===== src/rtl/button_code_lock.sv =====
// button_code_lock: checks debounced button presses against a fixed combination and opens a timed unlock window.
// Define BUTTON_LOCK_LOCKOUT_EN to build the failure counter and the timed lockout after MAX_FAIL consecutive failures.
module button_code_lock #(
   parameter int          CODE_LEN    = 4,
   parameter logic [13:0] CODE        = 14'b10_00_01_10,
   parameter logic [23:0] OPEN_CYCLES = 24'd10_000_000,
   parameter int          MAX_FAIL    = 3,
   parameter logic [27:0] LOCK_CYCLES = 28'd100_000_000
) (
   input  logic       sysclk,
   input  logic       reset,
   input  logic       b0,
   input  logic       b1,
   input  logic       b2,
   output logic       unlocked,
   output logic       error,
   output logic       lockout,
   output logic [2:0] progress
);
   localparam int CW = ($bits(OPEN_CYCLES) > $bits(LOCK_CYCLES)) ? $bits(OPEN_CYCLES) : $bits(LOCK_CYCLES);
   localparam logic [17:0] CODE_X = 18'(CODE);
   if (CODE_LEN < 1 || CODE_LEN > 7 || MAX_FAIL < 1 || MAX_FAIL > 7) begin : g_bad_param
      $error("button_code_lock: CODE_LEN and MAX_FAIL must be 1..7");
   end
   typedef enum logic [2:0] {IDLE, ENTRY, OPEN, FAIL, LOCK} state_t;
   state_t state, state_n;
   logic [2:0] progress_n;
   logic bad, bad_n, valid, miss, last;
   logic [1:0] sym;
   logic [CW-1:0] cnt, cnt_n;
`ifdef BUTTON_LOCK_LOCKOUT_EN
   localparam logic [2:0] MF = 3'(MAX_FAIL);
   logic [2:0] fails, fails_n;
`endif
   // two or three simultaneous pulses are not a press
   assign valid = (b0 ^ b1 ^ b2) & ~(b0 & b1 & b2);
   assign sym = b1 ? 2'd1 : b2 ? 2'd2 : 2'd0;
   assign miss = bad | (CODE_X[{progress, 1'b0} +: 2] != sym);
   assign last = progress == 3'(CODE_LEN - 1);
   always_comb begin
      state_n = state;
      progress_n = progress;
      bad_n = bad;
      cnt_n = cnt;
`ifdef BUTTON_LOCK_LOCKOUT_EN
      fails_n = fails;
`endif
      case (state)
         IDLE, ENTRY: if (valid) begin
            progress_n = last ? 3'd0 : progress + 3'd1;
            bad_n = last ? 1'b0 : miss;
            state_n = !last ? ENTRY : miss ? FAIL : OPEN;
            cnt_n = CW'(OPEN_CYCLES - 1'b1);
`ifdef BUTTON_LOCK_LOCKOUT_EN
            fails_n = (last && !miss) ? 3'd0 : fails;
`endif
         end
         OPEN: begin
            cnt_n = cnt - 1'b1;
            state_n = (cnt == '0) ? IDLE : OPEN;
         end
`ifdef BUTTON_LOCK_LOCKOUT_EN
         FAIL: begin
            fails_n = (fails == 3'd7) ? 3'd7 : fails + 3'd1;
            state_n = (fails_n >= MF) ? LOCK : IDLE;
            cnt_n = CW'(LOCK_CYCLES - 1'b1);
         end
         LOCK: begin
            cnt_n = cnt - 1'b1;
            state_n = (cnt == '0) ? IDLE : LOCK;
            fails_n = (cnt == '0) ? 3'd0 : fails;
         end
`endif
         default: state_n = IDLE;
      endcase
   end
   always_ff @(posedge sysclk) begin
      if (reset) begin
         state <= IDLE;
         progress <= '0;
         bad <= 1'b0;
         cnt <= '0;
`ifdef BUTTON_LOCK_LOCKOUT_EN
         fails <= '0;
`endif
      end else begin
         state <= state_n;
         progress <= progress_n;
         bad <= bad_n;
         cnt <= cnt_n;
`ifdef BUTTON_LOCK_LOCKOUT_EN
         fails <= fails_n;
`endif
      end
   end
   assign unlocked = state == OPEN;
   assign error = state == FAIL;
`ifdef BUTTON_LOCK_LOCKOUT_EN
   assign lockout = state == LOCK;
`else
   assign lockout = 1'b0;
`endif
endmodule


===== config.mk =====
export PLATFORM = sky130hd
export DESIGN_NAME = button_code_lock
export DESIGN_NICKNAME = d
export VERILOG_FILES = /design/src/rtl/button_code_lock.sv
export SDC_FILE = /design/constraint.sdc
export NUM_CORES = 1
export LEC_CHECK = 0
export BUFFER_PORTS_ARGS = -buffer_cell sky130_fd_sc_hd__buf_2
export CORE_MARGIN = 2
export CORE_UTILIZATION = 40
export DETAILED_ROUTE_END_ITERATION = 7
export HOLD_SLACK_MARGIN = 0.02
export PLACE_DENSITY_LB_ADDON = 0.05
export SKIP_LAST_GASP = 1
export SLEW_MARGIN = 30
export SYNTH_ARGS = -nofsm -noshare
export SYNTH_HDL_FRONTEND = slang
export SYNTH_SLANG_ARGS = --single-unit

===== constraint.sdc =====
create_clock -name sysclk -period 1.82 [get_ports sysclk]
set_input_delay 0.182 -clock sysclk [delete_from_list [all_inputs] [get_ports sysclk]]
set_output_delay 0.182 -clock sysclk [all_outputs]
set_load 0.01 [all_outputs]

== Word-level counts from Yosys, hierarchy flattened ==
Index checks and enable logic that the tools add are counted.

* Register bits after elaboration: 35
* Input port bits: 5

* Add/sub/neg operators: 2
* Eq/ne operators: 6
* Shift-type cells: 1
* Muxes and demuxes: 11
* Bitwise gates (word level): 7
* Reduce and logical (&&, ||, !) cells: 6

{| class="wikitable"
|+ Operators with widths
! kind !! number
|-
| case mux 28 bit (2 select lines) || 1
|-
| zero test 28 bit || 1
|-
| 2-to-1 mux 28 bit || 1
|-
| subtractor 28 x 1 -> 28 bit (second input constant) || 1
|-
| variable part select 18 x 5 -> 2 bit (first input constant) || 1
|-
| equality test 3 x 2 -> 1 bit (second input constant) || 3
|-
| 2-to-1 mux 2 bit || 4
|-
| 2-to-1 mux 3 bit || 2
|-
| case mux 3 bit (2 select lines) || 1
|-
| AND reduction 2 bit || 2
|-
| adder 3 x 1 -> 3 bit (second input constant) || 1
|-
| AND 1 bit || 3
|-
| equality test 3 x 1 -> 1 bit (second input constant) || 1
|-
| zero test 3 bit || 1
|-
| 2-to-1 mux 1 bit || 2
|-
| inequality test 2 bit || 1
|-
| inequality test 2 bit (second input constant) || 1
|-
| nonzero test 2 bit || 1
|-
| OR reduction 2 bit || 1
|-
| XOR 1 bit || 2
|-
| NOT 1 bit || 1
|-
| OR 1 bit || 1
|}

== Depth between registers and ports, before layout ==
* Word-level depth: 8
* Depth in mapped cells: 7
* Gate-level depth less buffers: 6

== Worst setup path after synthesis ==
OpenSTA, ideal clock, no wires.

* Path type: register to register
* From: register cnt[8]
* To: register cnt[25]
* Data arrival time: 1.512 ns
* Setup slack: 0.187 ns
* Cell stages (with the launch flop): 5
* Cells stage by stage: dfxtp_1 nor4_4 nand3_1 nor4_1 mux2_2

* Longest elaborated chain between the ends: 2

{| class="wikitable"
|+ Ends and longest elaborated chain
! what !! line !! text
|-
| start: declaration || 30 || <nowiki>logic [CW-1:0] cnt, cnt_n;</nowiki>
|-
| start signal: assignment || 90 || <nowiki>cnt <= cnt_n;</nowiki>
|-
| subtractor 28 x 1 -> 28 bit || 59 || <nowiki>cnt_n = cnt - 1'b1;</nowiki>
|-
| case mux 28 bit (2 select lines) || 48 || <nowiki>case (state)</nowiki>
|}

No other way between the ends.
A chain may end at the register's enable or synchronous reset.

== Worst setup path in the final report ==
* From: register cnt[0]
* To: register cnt[18]

Same word-level chain as after synthesis.

==> impl_results.md <==
- Status: completed
- Tcrit/Tclk final: 95.5%
- Share of layout cells above drive strength 1: 25.6%
- Core Area: 0.00432 mm2
- Vias in the first global route: 1636
- Clk Latency, worst-skew pair: 0.28 ns
- Post-synthesis adder-cell area fraction: 3.51%
- Drt total wl: 4.58 mm
- Via density: 6.06
- WL/cell: 16.4 um
- Gr ovfl total: 0
- Root buf cell: clkbuf_8
- Post-synthesis mux area share: 1.26%
- Data arrival, critical path: 1.95 ns
- 1st-pass router iterations: 4
- CP max FO: 5
- Pre-CTS setup slack: -0.0202 ns
- # DRC: 0
- WP data required: 2.03 ns
- Async set-reset flop share out of synthesis: 0%
- Hold/Removal Path Class: input port to register
- Worst Max-Slew Pin Slew: 0.529 ns
- Largest net degree at the start of global routing: 15
- Hold_ws: 0.260 ns
- Main combinational cell family by area after synthesis: simple AND/OR/NAND/NOR gates
- Yosys top cell area share: 38.2%
- Diode count: 0
- Setup crit end kind: register
- Hold Violations, Final: 0
- Final setup viols: 0
- Initial DRC Count: 76
- Reg area: 682 um2
- Synth area leaders: dfxtp_1, nor3_1, a211oi_1
- CTS H-tree lvls: 2
- Final Critical Period: 1.74 ns
- I/O pins: 11
- TritonCTS clock tree: yes
- Netlist cell types: 52
- Worst setup SP type: register
- Yosys reg bits: 34
- Number of enable flip-flop cells after synthesis: 0
- Post-synthesis sequential area ratio: 38.2%
- Die Height: 70.8 um
- Finished Core Util: 50.1%
- RD Place Congestion: 0.784
- RSZ-0062 raised after global routing: true
- XOR/XNOR Fraction of Synth Area: 0.491%
- Filler cells: 435
- Top FF cell, synth: dfxtp_1
- # clock sinks: 34
- Power Dens Cells: 868 mW/mm2
- Placed instance area: 0.00199 mm2
- Synthesized Nets: 206
- Fmax: 0.576 GHz
- YS warnings: 0
- First-pass GRT wire length: 7.80 mm
- Antenna viol nets, final: 0
- Hpwl dp: 3.27 mm
- Max rail drop VDD: 408 uV
- Die ar.: 0.00501 mm2
- DIE WIDTH: 70.8 um
- Routed vias: 1692
- Placed cells: 268
- Initial Util: 41.2%
- PnR worst setup slack: 0.0827 ns
- Design area: 0.00217 mm2
- Clk_skew: 0.00353 ns
- Compound-cell area share of the yosys netlist: 21.6%
- Global-route usage over all layers: 19.7%
- Fin cells: 279
- Mapped Area: 0.00178 mm2
- Critical path type: register to register
- Area of the multi-input gates: 0.00107 mm2
- Nets: 236
- Max-cap viol count: 0
- Syn avg cell area: 9.10 um2
- Slew Viols, Final: 0
- Post-Syn Instances: 196
- CTS buffer count: 5
- Clock tree buffer depth: 2
- Antenna violations before repair: 0
- # rows: 24
- Post-synth top area cell: dfxtp_1
- PortBufs: 9
- Synth-to-Final Area Change: 21.5%
- Post-Synth Simple-Gate Area: 30.7%
- Max_slew headroom: 64.5%
- Static leakage: 0.000800 uW
- Clk pin slew, worst setup/hold paths: 0.07 ns
==> per-layer routing <==
metal  GRT usage (%)  vias up  part of all wire (%)
met3            5.27        4                   3.4
met2            31.4       27                    47
met1            26.3      825                    49
li1                -      836                     -
met5               0        -                     0
met4            5.87        0                  0.96
==> repair_timing <==
item,4_1_cts,5_1_grt
gates resized for setup,0,8
cloned,0,0
setup buffers,1,2
hold buffers,0,0
pin swaps,2,2
setup endpoints to repair,4,14
hold endpoints to repair,0,0
==> worst max-delay path: stages, from the launching register on <==
cell     delay [ns]
dfxtp_1        0.35
inv_1          0.09
ha_1           0.17
and3b_2        0.27
nand3_2        0.12
or4_1          0.50
a21oi_1        0.18
==> logic make-up after synthesis <==
| logic type | after synthesis |
|---|---|
| AND/OR/NAND/NOR | 86 |
| AO/OA/AOI/OAI | 52 |
| flip-flops | 34 |
| buffers and inverters | 15 |
| adder cells (fa/ha/maj) | 5 |
| multiplexers | 2 |
| other | 1 |
| XOR/XNOR | 1 |
==> area by class of cell <==
| type | count | area share (%) |
|---|---|---|
| Tap cell | 52 | 3.00 |
| Timing Repair Buffer | 32 | 10.0 |
| Multi-Input combinational cell | 147 | 49.4 |
| Clock buffer | 8 | 5.08 |
| Sequential cell | 34 | 31.5 |
| Inverter | 6 | 1.04 |
==> flip-flops by register name, indices dropped and copies added (netlist names) <==
signal and flops:
cnt 28, bad 1, progress 3, state 2
==> placed cells by master (no fill, tap or decap), types with 4 or more instances in the layout <==
cell type	count
a211oi_1	11
a21oi_1	13
buf_2	9
buf_4	23
clkbuf_8	8
dfxtp_1	33
ha_1	5
inv_1	6
nand2_1	5
nand3_1	6
nand3b_1	4
nor2_1	9
nor3_1	18
nor4_2	4
o311ai_0	8
o41ai_1	4
or3_1	5
or4_1	7
==> final timing paths <==
check | from | to | slack [ns] | cells past startpoint
setup / recovery | cnt[0]$_SDFFE_PP0P_ | cnt[18]$_SDFFE_PP0P_ | 0.08 | 6
hold / removal | reset | cnt[21]$_SDFFE_PP0P_ | 0.26 | 2
setup reg to reg | cnt[0]$_SDFFE_PP0P_ | cnt[18]$_SDFFE_PP0P_ | 0.08 | 6
hold reg to reg | cnt[11]$_SDFFE_PP0P_ | cnt[11]$_SDFFE_PP0P_ | 0.51 | 2
==> where the power goes <==
group          total (uW)  switching [uW]  internal (uW)  leakage (uW)
Combinational         373             216            157      0.000463
Sequential            856            62.5            793      0.000279
Clock                 653             271            382     0.0000575
==> synth_stat cells, types with 2 or more instances <==
cell	instances
dfxtp_1	34
nor3_1	18
a21oi_1	13
a211oi_1	11
nor2_1	9
o311ai_0	8
nand3_1	7
nor4_1	7
or4_1	7
inv_1	6
ha_1	5
nand2_1	5
or3_1	5
clkbuf_1	4
nand3b_1	4
o41ai_1	4
a311oi_1	3
and3_1	3
nand2b_1	3
nand4_1	3
o2111ai_1	3
buf_4	2
mux2_2	2
nor2b_1	2
==> through the flow <==
stage | TNS, ns | power, uW
2_1_floorplan | 0 | 1100
3_3_place_gp | 0 | 1210
3_5_place_dp | -0.0332 | 1220
4_1_cts | 0 | 1880
5_1_grt | -0.0172 | 1990
6_report | 0 | 1880
No activity file was read; power rests on OpenSTA's default activity.
